`src/rtl/param_serial_rx_if.sv`:
```
// Receive handshake between param_serial_rx (master) and the router core (slave).
// RX_Data_Valid/RX_Data are held by the receiver until a cycle with RX_Ready high.
interface param_serial_rx_if #(
  parameter int PKT_W = 55
);
  logic             RX_Data_Valid;
  logic [PKT_W-1:0] RX_Data;
  logic             RX_Ready;

  modport master (output RX_Data_Valid, output RX_Data, input RX_Ready);
  modport slave  (input RX_Data_Valid, input RX_Data, output RX_Ready);
endinterface

```
`src/rtl/param_serial_rx.sv`:
```
// Framed single-wire serial receiver with input synchroniser, holding register, overrun/framing
// detection and saturating error counter. Define RX_PARITY_EN to add an even-parity bit and Parity_Err.
module param_serial_rx #(
  parameter int PKT_W       = 55,
  parameter int SYNC_STAGES = 2,
  parameter int ERR_CNT_W   = 8
) (
  input  logic                 Clk_S,
  input  logic                 Rst_n,
  input  logic                 S_Data,
  param_serial_rx_if.master    rx,
  output logic                 Busy,
  output logic                 Frame_Err,
  output logic                 Overrun_Err,
`ifdef RX_PARITY_EN
  output logic                 Parity_Err,
`endif
  output logic [ERR_CNT_W-1:0] Err_Count
);

  localparam int CNT_W = $clog2(PKT_W);
  localparam logic [CNT_W-1:0] LAST_BIT = CNT_W'(PKT_W - 1);

`ifdef RX_PARITY_EN
  typedef enum logic [1:0] {
    ST_IDLE   = 2'd0,
    ST_DATA   = 2'd1,
    ST_PARITY = 2'd2,
    ST_STOP   = 2'd3
  } state_t;
`else
  typedef enum logic [1:0] {
    ST_IDLE = 2'd0,
    ST_DATA = 2'd1,
    ST_STOP = 2'd3
  } state_t;
`endif

  state_t               state_q, state_d;
  logic [CNT_W-1:0]     cnt_q, cnt_d;
  logic [PKT_W-1:0]     shift_q, shift_d;
  logic [PKT_W-1:0]     data_q, data_d;
  logic                 valid_q, valid_d;
  logic                 busy_q;
  logic                 frame_err_q, frame_err_d;
  logic                 overrun_q, overrun_d;
  logic [ERR_CNT_W-1:0] err_cnt_q, err_cnt_d;
  logic                 s;
  logic                 discard_s;

`ifdef RX_PARITY_EN
  logic par_bad_q, par_bad_d;
  logic parity_err_q, parity_err_d;

  function automatic logic even_parity_ok(input logic [PKT_W-1:0] d, input logic p);
    return ~((^d) ^ p);
  endfunction

  assign discard_s = par_bad_q;
`else
  assign discard_s = 1'b0;
`endif

  generate
    if (SYNC_STAGES == 0) begin : g_direct
      assign s = S_Data;
    end else begin : g_sync
      logic [SYNC_STAGES-1:0] sync_q;

      // Synchroniser chain; resets to all ones so the line reads idle.
      always_ff @(posedge Clk_S or negedge Rst_n) begin
        if (!Rst_n) begin
          sync_q <= '1;
        end else begin
          sync_q <= (sync_q << 1) | SYNC_STAGES'(S_Data);
        end
      end

      assign s = sync_q[SYNC_STAGES-1];
    end
  endgenerate

  // Next-state, datapath and error-pulse logic for the frame FSM.
  always_comb begin
    logic err_any;
    state_d     = state_q;
    cnt_d       = cnt_q;
    shift_d     = shift_q;
    data_d      = data_q;
    frame_err_d = 1'b0;
    overrun_d   = 1'b0;
`ifdef RX_PARITY_EN
    parity_err_d = 1'b0;
    par_bad_d    = par_bad_q;
`endif
    if (valid_q && rx.RX_Ready) begin
      valid_d = 1'b0;
    end else begin
      valid_d = valid_q;
    end

    case (state_q)
      ST_IDLE: begin
        if (!s) begin
          state_d = ST_DATA;
          cnt_d   = '0;
`ifdef RX_PARITY_EN
          par_bad_d = 1'b0;
`endif
        end else begin
          state_d = ST_IDLE;
        end
      end
      ST_DATA: begin
        shift_d = {shift_q[PKT_W-2:0], s};
        if (cnt_q == LAST_BIT) begin
          cnt_d = '0;
`ifdef RX_PARITY_EN
          state_d = ST_PARITY;
`else
          state_d = ST_STOP;
`endif
        end else begin
          cnt_d = cnt_q + 1'b1;
        end
      end
`ifdef RX_PARITY_EN
      ST_PARITY: begin
        state_d = ST_STOP;
        if (!even_parity_ok(shift_q, s)) begin
          parity_err_d = 1'b1;
          par_bad_d    = 1'b1;
        end else begin
          par_bad_d = 1'b0;
        end
      end
`endif
      ST_STOP: begin
        // A low stop bit returns to IDLE without being taken as the next start bit.
        state_d = ST_IDLE;
        if (s) begin
          if (discard_s) begin
            data_d = data_q;
          end else if (!valid_q || rx.RX_Ready) begin
            data_d  = shift_q;
            valid_d = 1'b1;
          end else begin
            overrun_d = 1'b1;
          end
        end else begin
          if (discard_s) begin
            frame_err_d = 1'b0;
          end else begin
            frame_err_d = 1'b1;
          end
        end
      end
      default: begin
        state_d = ST_IDLE;
        cnt_d   = '0;
      end
    endcase

`ifdef RX_PARITY_EN
    err_any = frame_err_d | overrun_d | parity_err_d;
`else
    err_any = frame_err_d | overrun_d;
`endif
    if (err_any && (err_cnt_q != '1)) begin
      err_cnt_d = err_cnt_q + 1'b1;
    end else begin
      err_cnt_d = err_cnt_q;
    end
  end

  // State, datapath and registered outputs.
  always_ff @(posedge Clk_S or negedge Rst_n) begin
    if (!Rst_n) begin
      state_q     <= ST_IDLE;
      cnt_q       <= '0;
      shift_q     <= '0;
      data_q      <= '0;
      valid_q     <= 1'b0;
      busy_q      <= 1'b0;
      frame_err_q <= 1'b0;
      overrun_q   <= 1'b0;
      err_cnt_q   <= '0;
`ifdef RX_PARITY_EN
      par_bad_q    <= 1'b0;
      parity_err_q <= 1'b0;
`endif
    end else begin
      state_q     <= state_d;
      cnt_q       <= cnt_d;
      shift_q     <= shift_d;
      data_q      <= data_d;
      valid_q     <= valid_d;
      busy_q      <= (state_d != ST_IDLE);
      frame_err_q <= frame_err_d;
      overrun_q   <= overrun_d;
      err_cnt_q   <= err_cnt_d;
`ifdef RX_PARITY_EN
      par_bad_q    <= par_bad_d;
      parity_err_q <= parity_err_d;
`endif
    end
  end

  assign rx.RX_Data_Valid = valid_q;
  assign rx.RX_Data       = data_q;
  assign Busy             = busy_q;
  assign Frame_Err        = frame_err_q;
  assign Overrun_Err      = overrun_q;
  assign Err_Count        = err_cnt_q;
`ifdef RX_PARITY_EN
  assign Parity_Err       = parity_err_q;
`endif

endmodule

```
`src/flat_wrapper.sv`:
```
// flat-port wrapper written by rule: the top's interface ports become plain ports
module param_serial_rx_flat 
#(
  parameter int PKT_W       = 55,
  parameter int SYNC_STAGES = 2,
  parameter int ERR_CNT_W   = 8
)
  (Clk_S, Rst_n, S_Data, Busy, Frame_Err, Overrun_Err, Err_Count, rx_RX_Data_Valid, rx_RX_Data, rx_RX_Ready);
  param_serial_rx_if #(.PKT_W(PKT_W)) rx_i ();
  input  logic Clk_S;
  input  logic Rst_n;
  input  logic S_Data;
  output logic Busy;
  output logic Frame_Err;
  output logic Overrun_Err;
  output logic [ERR_CNT_W-1:0] Err_Count;
  output wire logic [$bits(rx_i.RX_Data_Valid)-1:0] rx_RX_Data_Valid;
  output wire logic [$bits(rx_i.RX_Data)-1:0] rx_RX_Data;
  input wire logic [$bits(rx_i.RX_Ready)-1:0] rx_RX_Ready;
  assign rx_RX_Data_Valid = rx_i.RX_Data_Valid;
  assign rx_RX_Data = rx_i.RX_Data;
  assign rx_i.RX_Ready = rx_RX_Ready;
  param_serial_rx #(.PKT_W(PKT_W), .SYNC_STAGES(SYNC_STAGES), .ERR_CNT_W(ERR_CNT_W)) u_core (.Clk_S(Clk_S), .Rst_n(Rst_n), .S_Data(S_Data), .rx(rx_i), .Busy(Busy), .Frame_Err(Frame_Err), .Overrun_Err(Overrun_Err), .Err_Count(Err_Count));
endmodule
```
`config.mk`:
```
export PLATFORM = sky130hd
export DESIGN_NAME = param_serial_rx_flat
export DESIGN_NICKNAME = d
export VERILOG_FILES = /design/src/rtl/param_serial_rx_if.sv /design/src/rtl/param_serial_rx.sv /design/src/flat_wrapper.sv
export SDC_FILE = /design/constraint.sdc
export NUM_CORES = 1
export LEC_CHECK = 0
export ABC_AREA = 0
export ABC_CLOCK_PERIOD_IN_PS = 3000
export CAP_MARGIN = 20
export CORE_UTILIZATION = 45
export DETAILED_ROUTE_END_ITERATION = 8
export DONT_BUFFER_PORTS = 1
export GPL_TIMING_DRIVEN = 0
export PLACE_DENSITY = 0.64
export SLEW_MARGIN = 20
export SYNTH_ARGS = -nofsm -noshare
export SYNTH_HDL_FRONTEND = slang
export SYNTH_SLANG_ARGS = --single-unit
```
`constraint.sdc`:
```
create_clock -name Clk_S -period 3 [get_ports Clk_S]
set_clock_uncertainty 0.2 [all_clocks]
set_input_delay 0.3 -clock Clk_S [delete_from_list [all_inputs] [get_ports Clk_S]]
set_output_delay 0.3 -clock Clk_S [all_outputs]
set_load 0.01 [all_outputs]
```
== Word-level counts from Yosys, hierarchy flattened ==
Cells that the tools add are included.

* Reductions and logical operators: 8
* Eq/ne operators: 5
* $add $sub $neg: 2
* Bitwise operators: 3
* Multiplexer cells: 15

{| class="wikitable"
|+ Operators by type and width
! operator !! number
|-
| case mux 6 bit (3 select lines) || 1
|-
| 2-to-1 mux 6 bit || 2
|-
| 2-to-1 mux 1 bit || 10
|-
| adder 8 x 1 -> 8 bit, second input constant || 1
|-
| != test 8 bit, second input constant || 1
|-
| adder 6 x 1 -> 6 bit, second input constant || 1
|-
| equality test 6 bit, second input constant || 1
|-
| case mux 2 bit (2 select lines) || 1
|-
| AND reduction 3 bit || 1
|-
| equality test 2 x 1 -> 1 bit, second input constant || 1
|-
| equality test 2 bit, second input constant || 1
|-
| logical AND 1 bit || 2
|-
| zero test 2 bit || 1
|-
| 2-to-1 mux 2 bit || 1
|-
| != test 2 bit, second input constant || 1
|-
| OR 2 x 1 -> 2 bit || 1
|-
| AND reduction 2 bit || 1
|-
| nonzero test 2 bit || 1
|-
| zero test 1 bit || 1
|-
| logical OR 1 bit || 1
|-
| inverter 1 bit || 1
|-
| OR 1 bit || 1
|}

* Output and inout bits: 67
* Input bits: 4
* Register bits: 132

== Longest topological paths before layout ==
* Depth after elaboration: 7
* Depth in mapped cells: 6

== Least setup slack after synthesis ==
OpenSTA, ideal clock, no wires.

* Kind: register -> register
* Start: register u_core.err_cnt_q[0], in the netlist u_core.Err_Count[0]
* End: register u_core.err_cnt_q[1], in the netlist u_core.Err_Count[1]
* Required time: 2.672 ns
* Library setup time: 0.128 ns
* Cell stages (with the launch flop): 5
* Arrival time: 1.467 ns
* Path buffers: 0
* Slack: 1.205 ns
* Cell sequence: dfrtp_1 > ha_1 > and3_1 > a221oi_2 > mux2_1

* Cells in the longest elaborated chain, start to end: 2
* Elaborated cells between the ends (all ways): 3
* Those cells by class: add/sub (1); eq/ne (1); reduce/logical (1)

{| class="wikitable"
|+ RTL lines
! item !! line !! source
|-
| from (decl) || param_serial_rx.sv:47 || <nowiki>logic [ERR_CNT_W-1:0] err_cnt_q, err_cnt_d;</nowiki>
|-
| from (signal assigned) || param_serial_rx.sv:201 || <nowiki>err_cnt_q <= err_cnt_d;</nowiki>
|-
| branches (longest 2 deep; another with adder 8 x 1 -> 8 bit) || -- ||
|}

Parallel ways; which one is timed is not known.
A chain may end at the register's enable or synchronous reset.

== Worst setup path after layout ==
Ends and elaborated chain as after synthesis.

==> impl_metrics.json <==
{
  "run_status": "finished, violations left",
  "violations": "DRC, hold timing",
  "grt_overflow_total": 0,
  "ys.flop_type": "dfrtp_1",
  "ir_worst_vdd_uv": 276,
  "detail_route.first_pass.iterations": 7,
  "die_area_um2": 12500,
  "clkLatencyLatePin_ns": 0.41,
  "cp_slowest_stage_delay_ns": 0.45,
  "routed-via-count": 2698,
  "number_of_flops_mapped_to_enable_cells_by_yosys": 0,
  "synth_area_um2": 5440,
  "worst_ep_required_time_ns": 3.10,
  "power-per-cell-area_nw_per_um2": 646,
  "core_um2": 11600,
  "clkSlewWorstSetupHoldPaths_ns": 0.06,
  "grt_max_degree": 133,
  "post-synth-top-area-cell": "dfrtp_1",
  "cts-root-buf": "clkbuf_16",
  "initial_utilization_pct": 46.8,
  "final_net_count": 362,
  "postSynthNetCount": 341,
  "crit_path_dat_ns": 2.02,
  "hold_ws_ns": -0.614,
  "worst_setup_path_start_kind": "flop",
  "worstMarginPinSlew_ns": 0.506,
  "final_cells": 511,
  "synth_cells": 334,
  "final.period_utilization_pct": 63.9,
  "chipHeight_um": 112,
  "p_leak_nw": 2.89,
  "grt.total_usage_pct": 15.2,
  "final-hold-violation-count": 132,
  "die_width_um": 112,
  "syn_area_per_cell_um2": 16.3,
  "insertedDiodeCount": 0,
  "clock_tree.htree_level_count": 4,
  "tns_ns": 0,
  "port-buffer-count": 0,
  "report.final.slew_viol_count": 0,
  "path_cells": "ha_1 > and3_1 > a221oi_2 > mux2_1",
  "dpl.cell_count": 477,
  "seq_power_share_pct": 45.5,
  "synth-seq-area-share_pct": 60.8,
  "grt_setup_unrepaired": "no",
  "cts_buffer_depth": 2,
  "path_buf_inv": 0,
  "netlist.area_leader.share_pct": 59.8,
  "vias_per_cell": 5.28,
  "hold_path_class": "in2async",
  "cts_tree": "yes",
  "cts-buffers-inserted": 17,
  "crit_path_max_fanout": 4,
  "drive_above_1_share_pct": 44.8,
  "crit_family": "flip-flops",
  "drc": 5,
  "cts_hold_repair.buffers": 2,
  "synth.cells.most_frequent": "130 x dfrtp_1, 60 x mux2_2, 50 x mux2_4",
  "cap_violations": 0,
  "comb_power_share_pct": 0.9,
  "fin_crit_ns": 1.92,
  "synth_async_sr_flop_share_pct": 100,
  "slowest_cp_cell": "dfrtp_1",
  "critical_path_class": "reg2reg",
  "routabilityCongestion": 0.762,
  "internal-power_w": 0.00329,
  "reg2reg_depth": 4,
  "io_pins": 71,
  "area_delta_synth_final_pct": 15.2,
  "drt_iter0_drc": 132,
  "core.rowCount": 39,
  "endpoint_kind": "flop",
  "power.switching_fraction_pct": 18.6,
  "netlist-cell-type-count": 46,
  "max_freq_mhz": 522,
  "number_of_routed_nets_with_antenna_violations": 0,
  "post_cts.repair.setup_buffers": 0,
  "finalSetupViolCount": 0,
  "worst_case_register_to_register_setup_slack_ns": 1.08,
  "synth.top_cells.by_area": "dfrtp_1 60%, mux2_4 14%, mux2_2 12%",
  "critical_path.reg2reg.endpoint": "u_core.Err_Count[1]",
  "launch_point_of_the_worst_reg_to_reg_path": "u_core.Err_Count[0]",
  "synthesis.yosys.warnings": 0,
  "grt_antenna_before_repair": 0,
  "worst_slew_margin_rel_pct": 66.0,
  "tritoncts_num_sinks": 132,
  "clkPwrFrac_pct": 53.5,
  "grt_pass1_wl_um": 14600,
  "avg_wl_per_cell_um": 16.5,
  "yosys_register_bits": 132,
  "yosys.cell_count.top_type": "dfrtp_1",
  "grt_pass1_vias": 2874,
  "final_wirelength_um": 8450,
  "dpl.hpwl_um": 5250,
  "power.net_switching_w": 0.000752
}
-- layout make-up --
cell class | count | area, um^2
fillers | 956 | 5350
flip-flops and latches | 132 | 3310
multi-input cells | 184 | 1940
clock buffers | 22 | 474
plain buffers | 15 | 180
well taps | 143 | 179
clock inverters | 10 | 153
repair buffers | 2 | 20.0
inverters | 3 | 11.3
-- worst max-delay path by stage --
| stage | to | depth (start not counted) | start | slack, ns |
|---|---|---|---|---|
| final | u_core.Err_Count[1] | 4 | u_core.Err_Count[0] | 1.08 |
| after global routing | u_core.Err_Count[1] | 4 | u_core.Err_Count[0] | 1.03 |
| after CTS | u_core.Err_Count[1] | 4 | u_core.Err_Count[0] | 1.08 |
| after detailed placement | u_core.Err_Count[1] | 4 | u_core.Err_Count[0] | 1.09 |
| after global placement | u_core.Err_Count[1] | 4 | u_core.Err_Count[0] | 1.12 |
| after floorplan | u_core.Err_Count[1] | 4 | u_core.Err_Count[0] | 1.21 |
-- registers in the layout (all words and copies together) (netlist names) --
register and flops:
u_core.Err_Count 8, u_core.Overrun_Err 1, u_core.Busy 1, u_core.rx.RX_Data 55, u_core.Frame_Err 1, u_core.g_sync.sync_q 2
u_core.rx.RX_Data_Valid 1, u_core.shift_q 55, u_core.state_q 2, u_core.cnt_q 6
-- per-layer routing --
layer / global-route usage [%] / vias to the layer above / share of wire (%)
met5: 0 / - / 0
met4: 8.62 / 0 / 2.0
met3: 6.59 / 15 / 7.1
met2: 22.2 / 67 / 45
met1: 19.0 / 1375 / 46
li1: - / 1241 / -
-- power by group through the flow --
stage | combinational, W | clock [W] | sequential [W]
final | 0.0000379 | 0.00217 | 0.00184
after global routing | 0.0000422 | 0.00229 | 0.00185
after CTS | 0.0000386 | 0.00222 | 0.00184
after detailed placement | 0.0000362 | 0 | 0.00187
after global placement | 0.0000349 | 0 | 0.00187
after floorplan | 0.0000332 | 0 | 0.00187
-- cell families (layout without fill, tap and decap cells) --
logic type / after synthesis / in the layout / synth area share (%)
adder cells (fa/ha/maj): 3 / 3 / 0.690
multiplexers: 113 / 113 / 26.8
flip-flops: 132 / 132 / 60.8
AO/OA/AOI/OAI: 22 / 22 / 2.92
AND/OR/NAND/NOR: 43 / 43 / 4.78
buffers and inverters: 18 / 52 / 3.52
XOR/XNOR: 3 / 3 / 0.483
-- repair_timing --
| action | CTS | global route |
|---|---|---|
| endpoints found under the setup margin | 0 | 0 |
| gates resized for setup | 0 | 0 |
| hold endpoints to repair | 135 | 132 |
-- layout by cell type, fill, tap and decap left out, types with 3 or more instances in the layout --
cell type and count:
clkinv_2 5, mux2_1 3, mux2_4 50, nand2_1 11, ha_1 3, and3_1 4, buf_6 3, dfrtp_1 130
buf_4 5, clkbuf_8 3, a21oi_1 8, nand3_1 5, a31oi_1 4, buf_12 5, clkbuf_16 17, clkbuf_1 3
bufinv_16 4, mux2_2 60, nor3_1 4
-- per-stage QoR --
step	area, um^2	utilization [%]	total power, W	setup WS [ns]
finish	6270	54.0	0.00405	1.08
global route	6270	54.0	0.00418	1.03
CTS	6270	54.0	0.00410	1.08
detailed placement	5620	48.4	0.00191	1.09
global placement	5620	48.4	0.00191	1.12
floorplan	5440	-	0.00190	1.21
-- worst reg2reg max path: cells and delay by family, from the launching register on --
family	cells	cell delay, ns
AO/OA/AOI/OAI	1	0.34
adder cells (fa/ha/maj)	1	0.26
flip-flops	1	0.45
multiplexers	1	0.35
AND/OR/NAND/NOR	1	0.19
Note: power is estimated with default switching activity, not from simulation.
